### config.mk
export PLATFORM = sky130hd
export DESIGN_NAME = kugelblitz_frame_patch_flat
export DESIGN_NICKNAME = d
export VERILOG_FILES = /design/src/rtl/kugelblitz_frame_patch_if.sv /design/src/rtl/kugelblitz_frame_patch.sv /design/src/flat_wrapper.sv
export SDC_FILE = /design/constraint.sdc
export NUM_CORES = 2
export LEC_CHECK = 0
export BUFFER_PORTS_ARGS = -buffer_cell sky130_fd_sc_hd__buf_2
export CORE_AREA = 2 2 483 485
export DETAILED_ROUTE_END_ITERATION = 10
export DIE_AREA = 0 0 485 487
export PLACE_DENSITY_LB_ADDON = 0.15
export SYNTH_ARGS = -nofsm -noshare
export SYNTH_HDL_FRONTEND = slang
export SYNTH_SLANG_ARGS = --single-unit
### constraint.sdc
create_clock -name clk -period 116.4 [get_ports clk]
set_clock_uncertainty 0.05 [all_clocks]
set_input_delay 29.1 -clock clk [delete_from_list [all_inputs] [get_ports clk]]
set_output_delay 29.1 -clock clk [all_outputs]
set_load 0.02 [all_outputs]
### src/rtl/kugelblitz_frame_patch_if.sv
// AXI-stream bundle shared by the input and output sides of the frame patcher.
interface kugelblitz_frame_patch_if #(
  parameter int DATA_WIDTH = 512,
  parameter int KEEP_WIDTH = DATA_WIDTH/8,
  parameter int USER_WIDTH = 1
);
  logic [DATA_WIDTH-1:0] tdata;
  logic [KEEP_WIDTH-1:0] tkeep;
  logic                  tvalid;
  logic                  tready;
  logic                  tlast;
  logic [USER_WIDTH-1:0] tuser;

  modport master (output tdata, tkeep, tvalid, tlast, tuser, input tready);
  modport slave  (input tdata, tkeep, tvalid, tlast, tuser, output tready);
endinterface

### src/rtl/kugelblitz_frame_patch.sv
// Overwrites one configurable byte per frame in a 512-bit AXI stream; output
// register plus skid register keep full throughput with a flop-driven tready.
module kugelblitz_frame_patch #(
  parameter int DATA_WIDTH   = 512,
  parameter int KEEP_WIDTH   = DATA_WIDTH/8,
  parameter int USER_WIDTH   = 1,
  parameter int OFFSET_WIDTH = 16
) (
  input  logic                    clk,
  input  logic                    rst,
  kugelblitz_frame_patch_if.slave  s_axis,
  kugelblitz_frame_patch_if.master m_axis,
  input  logic                    cfg_enable,
  input  logic [OFFSET_WIDTH-1:0] cfg_offset,
  input  logic [7:0]              cfg_data,
  output logic [31:0]             stat_frame_count,
  output logic [31:0]             stat_patch_count
);
  localparam int CNT_W = OFFSET_WIDTH-6;
  localparam logic [CNT_W-1:0] CNT_MAX = '1;

  if (DATA_WIDTH != 512) begin : g_bad_data_width
    $error("kugelblitz_frame_patch: only DATA_WIDTH=512 is supported");
  end
  if (KEEP_WIDTH*8 != DATA_WIDTH) begin : g_bad_keep_width
    $error("kugelblitz_frame_patch: KEEP_WIDTH*8 must equal DATA_WIDTH");
  end

  typedef struct packed {
    logic [DATA_WIDTH-1:0] data;
    logic [KEEP_WIDTH-1:0] keep;
    logic                  last;
    logic [USER_WIDTH-1:0] user;
    logic                  patched;
  } beat_t;

  typedef enum logic {IDLE, FRAME} state_t;

  state_t                  state, state_nxt;
  logic [CNT_W-1:0]        beat_cnt;
  logic                    en_q;
  logic [OFFSET_WIDTH-1:0] off_q;
  logic [7:0]              dat_q;

  beat_t out_q, skid_q, in_beat;
  logic  out_vld, skid_vld, skid_vld_nxt, rdy_q, out_free, accept;
  logic [31:0] frame_cnt, patch_cnt;

  assign accept = s_axis.tvalid & rdy_q;

  // First beat of a frame sees the live config; later beats see the latched copy.
  logic                    en_eff;
  logic [OFFSET_WIDTH-1:0] off_eff;
  logic [7:0]              dat_eff;
  logic [5:0]              lane;
  logic [CNT_W-1:0]        tgt_beat;
  logic                    hit;

  assign en_eff   = (state == IDLE) ? cfg_enable : en_q;
  assign off_eff  = (state == IDLE) ? cfg_offset : off_q;
  assign dat_eff  = (state == IDLE) ? cfg_data   : dat_q;
  assign lane     = off_eff[5:0];
  assign tgt_beat = off_eff[OFFSET_WIDTH-1:6];
  assign hit      = en_eff && (beat_cnt == tgt_beat) && (beat_cnt != CNT_MAX) &&
                    s_axis.tkeep[lane];

  logic [KEEP_WIDTH-1:0][7:0] lane_data;
  for (genvar i = 0; i < KEEP_WIDTH; i++) begin : g_lane
    assign lane_data[i] = (hit && lane == 6'(i)) ? dat_eff : s_axis.tdata[i*8 +: 8];
  end

  always_comb begin
    in_beat         = '0;
    in_beat.data    = lane_data;
    in_beat.keep    = s_axis.tkeep;
    in_beat.last    = s_axis.tlast;
    in_beat.user    = s_axis.tuser;
    in_beat.patched = hit;
  end

  always_comb begin
    state_nxt = state;
    if (accept) state_nxt = s_axis.tlast ? IDLE : FRAME;
  end

  always_ff @(posedge clk or posedge rst) begin
    if (rst) state <= IDLE;
    else     state <= state_nxt;
  end

  always_ff @(posedge clk or posedge rst) begin
    if (rst) begin
      beat_cnt <= '0;
      en_q     <= 1'b0;
      off_q    <= '0;
      dat_q    <= '0;
    end else if (accept) begin
      if (state == IDLE) begin
        en_q  <= cfg_enable;
        off_q <= cfg_offset;
        dat_q <= cfg_data;
      end
      if (s_axis.tlast)              beat_cnt <= '0;
      else if (beat_cnt != CNT_MAX)  beat_cnt <= beat_cnt + CNT_W'(1);
    end
  end

  // Skid only fills when the output register is stalled; it drains first.
  assign out_free     = ~out_vld | m_axis.tready;
  assign skid_vld_nxt = out_free ? 1'b0 : (skid_vld | accept);

  always_ff @(posedge clk or posedge rst) begin
    if (rst) begin
      out_q    <= '0;
      out_vld  <= 1'b0;
      skid_q   <= '0;
      skid_vld <= 1'b0;
      rdy_q    <= 1'b0;
    end else begin
      if (out_free) begin
        if (skid_vld) begin
          out_q   <= skid_q;
          out_vld <= 1'b1;
        end else if (accept) begin
          out_q   <= in_beat;
          out_vld <= 1'b1;
        end else begin
          out_vld <= 1'b0;
        end
      end else if (accept) begin
        skid_q <= in_beat;
      end
      skid_vld <= skid_vld_nxt;
      rdy_q    <= ~skid_vld_nxt;
    end
  end

  always_ff @(posedge clk or posedge rst) begin
    if (rst) begin
      frame_cnt <= '0;
      patch_cnt <= '0;
    end else if (out_vld && m_axis.tready) begin
      if (out_q.last)    frame_cnt <= frame_cnt + 32'd1;
      if (out_q.patched) patch_cnt <= patch_cnt + 32'd1;
    end
  end

  assign s_axis.tready    = rdy_q;
  assign m_axis.tvalid    = out_vld;
  assign m_axis.tdata     = out_q.data;
  assign m_axis.tkeep     = out_q.keep;
  assign m_axis.tlast     = out_q.last;
  assign m_axis.tuser     = out_q.user;
  assign stat_frame_count = frame_cnt;
  assign stat_patch_count = patch_cnt;
endmodule

### src/flat_wrapper.sv
// flat-port wrapper written by rule: the top's interface ports become plain ports
module kugelblitz_frame_patch_flat 
#(
  parameter int DATA_WIDTH   = 512,
  parameter int KEEP_WIDTH   = DATA_WIDTH/8,
  parameter int USER_WIDTH   = 1,
  parameter int OFFSET_WIDTH = 16
)
  (clk, rst, cfg_enable, cfg_offset, cfg_data, stat_frame_count, stat_patch_count, s_axis_tdata, s_axis_tkeep, s_axis_tvalid, s_axis_tlast, s_axis_tuser, s_axis_tready, m_axis_tdata, m_axis_tkeep, m_axis_tvalid, m_axis_tlast, m_axis_tuser, m_axis_tready);
  kugelblitz_frame_patch_if #(.DATA_WIDTH(DATA_WIDTH), .KEEP_WIDTH(KEEP_WIDTH), .USER_WIDTH(USER_WIDTH)) s_axis_i ();
  kugelblitz_frame_patch_if #(.DATA_WIDTH(DATA_WIDTH), .KEEP_WIDTH(KEEP_WIDTH), .USER_WIDTH(USER_WIDTH)) m_axis_i ();
  input  logic clk;
  input  logic rst;
  input  logic cfg_enable;
  input  logic [OFFSET_WIDTH-1:0] cfg_offset;
  input  logic [7:0] cfg_data;
  output logic [31:0] stat_frame_count;
  output logic [31:0] stat_patch_count;
  input wire logic [$bits(s_axis_i.tdata)-1:0] s_axis_tdata;
  input wire logic [$bits(s_axis_i.tkeep)-1:0] s_axis_tkeep;
  input wire logic [$bits(s_axis_i.tvalid)-1:0] s_axis_tvalid;
  input wire logic [$bits(s_axis_i.tlast)-1:0] s_axis_tlast;
  input wire logic [$bits(s_axis_i.tuser)-1:0] s_axis_tuser;
  output wire logic [$bits(s_axis_i.tready)-1:0] s_axis_tready;
  output wire logic [$bits(m_axis_i.tdata)-1:0] m_axis_tdata;
  output wire logic [$bits(m_axis_i.tkeep)-1:0] m_axis_tkeep;
  output wire logic [$bits(m_axis_i.tvalid)-1:0] m_axis_tvalid;
  output wire logic [$bits(m_axis_i.tlast)-1:0] m_axis_tlast;
  output wire logic [$bits(m_axis_i.tuser)-1:0] m_axis_tuser;
  input wire logic [$bits(m_axis_i.tready)-1:0] m_axis_tready;
  assign s_axis_i.tdata = s_axis_tdata;
  assign s_axis_i.tkeep = s_axis_tkeep;
  assign s_axis_i.tvalid = s_axis_tvalid;
  assign s_axis_i.tlast = s_axis_tlast;
  assign s_axis_i.tuser = s_axis_tuser;
  assign s_axis_tready = s_axis_i.tready;
  assign m_axis_tdata = m_axis_i.tdata;
  assign m_axis_tkeep = m_axis_i.tkeep;
  assign m_axis_tvalid = m_axis_i.tvalid;
  assign m_axis_tlast = m_axis_i.tlast;
  assign m_axis_tuser = m_axis_i.tuser;
  assign m_axis_i.tready = m_axis_tready;
  kugelblitz_frame_patch #(.DATA_WIDTH(DATA_WIDTH), .KEEP_WIDTH(KEEP_WIDTH), .USER_WIDTH(USER_WIDTH), .OFFSET_WIDTH(OFFSET_WIDTH)) u_core (.clk(clk), .rst(rst), .s_axis(s_axis_i), .m_axis(m_axis_i), .cfg_enable(cfg_enable), .cfg_offset(cfg_offset), .cfg_data(cfg_data), .stat_frame_count(stat_frame_count), .stat_patch_count(stat_patch_count));
endmodule
[Yosys cells after proc, flatten, opt, wreduce, memory -nomap -nowiden]
Cells that the tools add are included.
Widths: inputs -> output; s select.
Word-level totals
  word-level logic and storage cells: 248
  input port bits: 607
  output and inout bits: 644
  register bits: 1261
Cells by class
  bitwise gates (word level): 6
  add/sub/neg operators: 3
  reductions and logical operators: 76
  multiplexer cells: 77
  eq/ne operators: 65
  $lt $le $gt $ge: 1
Operators with widths (number)
  $mux 579: 2
  $mux 8: 65
  $eq 6x6->1 const B: 32
  $eq 6x5->1 const B: 16
  $logic_and 1x1->1: 68
  $add 32x1->32 const B: 2
  $eq 6x4->1 const B: 8
  $eq 6x3->1 const B: 4
  $mux 10: 2
  $mux 16: 1
  $eq 6x2->1 const B: 2
  $add 10x1->10 const B: 1
  $eq 10x10->1: 1
  $ne 10x10->1 const B: 1
  $reduce_and 2->1: 5
  $lt 6x7->1 const B: 1
  $bmux 1 s6: 1
  $eq 6x1->1 const B: 1
  $logic_not 6->1: 1
  $mux 1: 6
  $reduce_bool 2->1: 2
  $not 1->1: 3
  $or 1x1->1: 2
  $and 1x1->1: 1

[Depth between registers and ports, before layout]
  depth after elaboration: 9
  depth in mapped cells: 13
  mapped depth without buffers: 8

[Worst setup path before layout]
No wires, ideal clock.
  path type: in2reg
  start: input port cfg_offset[1]
  end: register u_core.out_q, in the netlist u_core.m_axis.tdata[10]
  cell stages on the path: 12
  setup time: 135 ps
  data arrival time: 31445 ps
  path slack: 84770 ps
  path through: or3b_1 -> buf_2 -> buf_2 -> a21oi_1 -> o41ai_1 -> a41oi_1 -> or3b_1 -> buf_2 -> clkbuf_1 -> clkbuf_1 -> nor4_1 -> o31ai_1
On the way
  word-level cells in the longest chain between the ends: 8
RTL lines
  from (decl): line flat_wrapper.sv:15  | input logic [OFFSET_WIDTH-1:0] cfg_offset;
  $mux 16 (*): line kugelblitz_frame_patch.sv:60  | assign off_eff = (state == IDLE) ? cfg_offset : off_q;
  $bmux 1 s6: line kugelblitz_frame_patch.sv:65  | s_axis.tkeep[lane];
  $mux 1 (not written as such): line kugelblitz_frame_patch.sv:65
  $logic_and 1x1->1: line kugelblitz_frame_patch.sv:64  | assign hit = en_eff && (beat_cnt == tgt_beat) && (beat_cnt != CNT_MAX) &&
  $logic_and 1x1->1 (*): line kugelblitz_frame_patch.sv:69  | assign lane_data[i] = (hit && lane == 6'(i)) ? dat_eff : s_axis.tdata[i*8 +: 8];
  $mux 8 (*): line kugelblitz_frame_patch.sv:69
  $mux 579 (*): line kugelblitz_frame_patch.sv:124  | end else if (accept) begin
  $mux 579 (*): line kugelblitz_frame_patch.sv:121  | if (skid_vld) begin
  to (signal assigned): line kugelblitz_frame_patch.sv:122  | out_q <= skid_q;
  to (signal assigned): line kugelblitz_frame_patch.sv:125  | out_q <= in_beat;
  to (decl): line kugelblitz_frame_patch.sv:45  | beat_t out_q, skid_q, in_beat;
Mark *: on every way between the ends. The rest lies on a longest branch, timed or not. The select of a mux whose other input is x is not followed.
A chain may end at the register's enable or synchronous reset.

[Worst setup path in the final report]
  start: input port cfg_offset[0]
  end: register u_core.out_q, in the netlist u_core.m_axis.tdata[78]
Same word-level chain as after synthesis.

==> metrics.md <==
| Metric | Value |
|---|---|
| Status | completed |
| Clock buffer count from CTS | 163 |
| Area of the core | 231,400 µm² |
| Initial antenna violation count | 160 |
| Register share of total power | 37.2% |
| 1st-iter DRT viols | 5,669 |
| FF/Latch Area | 31,560 µm² |
| Minimum clock period | 33,490 ps |
| Net Sw Frac | 41.05% |
| Fmax | 29.86 MHz |
| Inst Count DP | 10,360 |
| Slew headroom | 14.04% |
| R2R Path Start | u_core.state$_DFFE_PP0P_ |
| YS warnings | 0 |
| Ys async rst share | 100.0% |
| Fin crit share | 28.77% |
| CTS tree | yes |
| Vias/cell | 5.698 |
| Total grt overflow | 0 |
| Postcts setup bufs | 0 |
| Synth-to-layout area growth | 15.31% |
| Total die area | 236,200 µm² |
| Top FF cell, synth | dfrtp_1 |
| Worst-path maximum fanout | 83 |
| Leak | 34.19 nW |
| Htree depth | 4 |
| Skew-Pair Late Insertion Delay | 840 ps |
| ANT nets after route | 0 |
| Met2 WL post-DR | 152.9 mm |
| Synthesized net count | 7,785 |
| Routed wire length | 338.8 mm |
| Least-Margin Pin Slew | 1279 ps |
| Starting Density | 28.49% |
| # fillers | 24,130 |
| Hold Vio Cnt, Final | 0 |
| Worst path arrival time | 34,150 ps |
| Io pins | 1,251 |
| Peak supply drop | 0.01750 mV |
| Final GP Congestion | 0.8700 |
| CP Data Required Time | 117,060 ps |
| Power density over cell area | 22.22 nW/µm² |
| Mean area per synthesized cell | 9.191 µm² |
| Final non-filler cell total | 10,720 |
| Clk slew on worst S/H paths | 60 ps |
| Vias in the first global route | 58,780 |
| Clock power share | 30.2% |
| Metal3 WL | 32.18 mm |
| PortBufs | 1,250 |
| Post-DP HPWL | 223.6 mm |
| MaxCap Viol Count | 0 |
| Mapped Cells | 7,175 |
| Switch Pwr | 0.6936 mW |
| Multi-input logic area | 27,690 µm² |
| Critical Path End Type | register |
| Clk sink count | 1,261 |
| Most common cell in the netlist | dfrtp_1 |
| Row count | 177 |
| CTS max path bufs | 3 |
| Crit path launch | cfg_offset[0] |
| Global-route wire length before repair | 471.5 mm |
| Nets | 8,090 |
| Post-synthesis register bit count | 1,261 |
| Final Setup Violations | 0 |
| Top-area cell type share of the netlist area | 47.85% |
| P_int | 0.9961 mW |
| Total track usage | 27.52% |
| Top cells by count, synth | 1,261 x dfrtp_1, 1,019 x nand2_1, 829 x a21oi_1, 745 x o31ai_1, 616 x clkbuf_1 |
| Synthesized area | 65,940 µm² |
| Yosys top cell by area | dfrtp_1 |
| Min-Delay Startpoint | u_core.skid_q[210]$_DFFE_PP0P_ |
| Area contributors post-synth | dfrtp_1 48%, o31ai_1 8.5%, buf_4 6.6%, a21oi_1 6.3%, nand2_1 5.8% |
| Die H | 487 µm |
| Met1 WL | 136.8 mm |
| Library cells used by synthesis | 64 |
| Hold_buf cts | 0 |
| DR top layer | met5 |
| Layout cells sized above 1 | 23.36% |
| WS Path Type | in -> reg |
| Util after Layout | 32.85% |
| Drt pass-1 iters | 6 |
| Die Width | 485 µm |
| Setup TNS | 0 ps |
| Wire per inst | 31.61 µm |
| Number of synthesized flops with an enable pin | 0 |
| Post-synthesis sequential area ratio | 47.85% |
| RSZ-0062 raised after global routing | false |
| CTS resizes | 0 |
| Pins Over Slew Limit | 0 |
| Combinational Power Share | 32.6% |
| Via count | 61,070 |
| DR DRC count | 0 |
| Root buffer cell | clkbuf_16 |
| Largest net degree at the start of global routing | 192 |
| Startpoint Class | input pin |
| Worst min path class | reg -> reg |
[routing by layer]
metal / GRT usage [%] / vias up
li1: - / 26540
met1: 35.09 / 30800
met2: 42.23 / 2921
met3: 8.992 / 668
met4: 12.42 / 142
met5: 0 / -
[cell usage in the layout (no fill, tap or decap), drive strengths merged, types with 4 or more instances in the layout]
cell type | Yosys | final
buf | 643 | 1399
dfrtp | 1261 | 1261
nand2 | 1019 | 1019
a21oi | 829 | 829
o31ai | 745 | 745
nor4 | 461 | 461
and3 | 393 | 393
nand3 | 283 | 283
clkbuf | 616 | 246
o21ai | 221 | 221
o221ai | 123 | 123
o22ai | 98 | 98
mux2i | 83 | 83
diode | 0 | 77
nor2 | 70 | 70
xnor2 | 56 | 56
a21boi | 36 | 36
nor3 | 32 | 32
a21o | 24 | 24
o41ai | 23 | 23
clkinv | 1 | 23
xor2 | 22 | 22
nand4 | 20 | 20
mux2 | 17 | 17
and2 | 15 | 15
inv | 8 | 15
a41oi | 11 | 11
a211oi | 8 | 8
or3 | 7 | 7
and4 | 7 | 7
bufinv | 0 | 7
nor2b | 5 | 5
or3b | 4 | 4
nand2b | 4 | 4
[critical path: stages]
cell and delay [ps]:
buf_2 120, nand3b_1 610, a21oi_1 150, o41ai_1 440, a41oi_1 250, nor3b_2 310
buf_4 570, buf_4 840, buf_4 1000, a21oi_1 240, o31ai_1 330
[cell families after synthesis]
family	Yosys count	share of synthesized area, %
flops	1261	47.85
xor+xnor	78	1.036
mux	100	1.550
buf+inv	1268	10.63
fa+ha+maj	3	0.05693
compound gates	2135	20.54
simple gates	2330	18.34
[per-stage QoR]
stage / instance area (µm²) / worst slack [ps] / hold WS, ps / power, mW
6_report: 76040 / 82910 / 416.6 / 1.690
2_1_floorplan: 65940 / 51710 / 390.3 / 1.012
3_5_place_dp: 70580 / 82220 / 407.1 / 1.188
4_1_cts: 75840 / 83120 / 419.5 / 1.703
5_1_grt: 75930 / 82780 / 431.9 / 1.767
3_3_place_gp: 70580 / 82220 / 400.6 / 1.183
[layout make-up]
| class | instances | area share [%] |
|---|---|---|
| flip-flops and latches | 1261 | 41.51 |
| multi-input cells | 4646 | 36.41 |
| repair buffers | 1399 | 9.847 |
| clock buffers | 246 | 6.281 |
| well taps | 3043 | 5.007 |
| clock inverters | 37 | 0.6368 |
| diodes | 77 | 0.2534 |
| inverters | 9 | 0.05430 |
[state kept, by name, indices dropped and copies added, names as in the netlist]
register,count
u_core.skid_q,579
u_core.off_q,16
u_core.s_axis.tready,1
u_core.state,1
u_core.m_axis.tkeep,64
u_core.m_axis.tlast,1
u_core.stat_patch_count,32
u_core.m_axis.tdata,512
u_core.beat_cnt,10
u_core.skid_vld,1
u_core.dat_q,8
u_core.stat_frame_count,32
u_core.en_q,1
u_core.out_q,1
u_core.m_axis.tvalid,1
u_core.m_axis.tuser,1
[power by group through the flow]
stage	Clock (mW)	Combinational (mW)	Sequential, mW
6_report	0.510	0.551	0.629
3_5_place_dp	0	0.553	0.635
2_1_floorplan	0	0.400	0.613
4_1_cts	0.521	0.554	0.628
5_1_grt	0.539	0.587	0.641
3_3_place_gp	0	0.552	0.631
[final timing paths]
kind	to	slack, ps	depth (start not counted)
worst max-delay path	u_core.m_axis.tdata[78]$_DFFE_PP0P_	82910	11
worst min-delay path	u_core.skid_q[210]$_DFFE_PP0P_	420	2
worst max register to register	u_core.m_axis.tdata[78]$_DFFE_PP0P_	110360	11
worst min register to register	u_core.skid_q[210]$_DFFE_PP0P_	420	2
max in group asynchronous	u_core.skid_q[364]$_DFFE_PP0P_	83470	7
min in group asynchronous	u_core.m_axis.tdata[179]$_DFFE_PP0P_	28340	2
No activity file was read; power rests on OpenSTA's default activity.
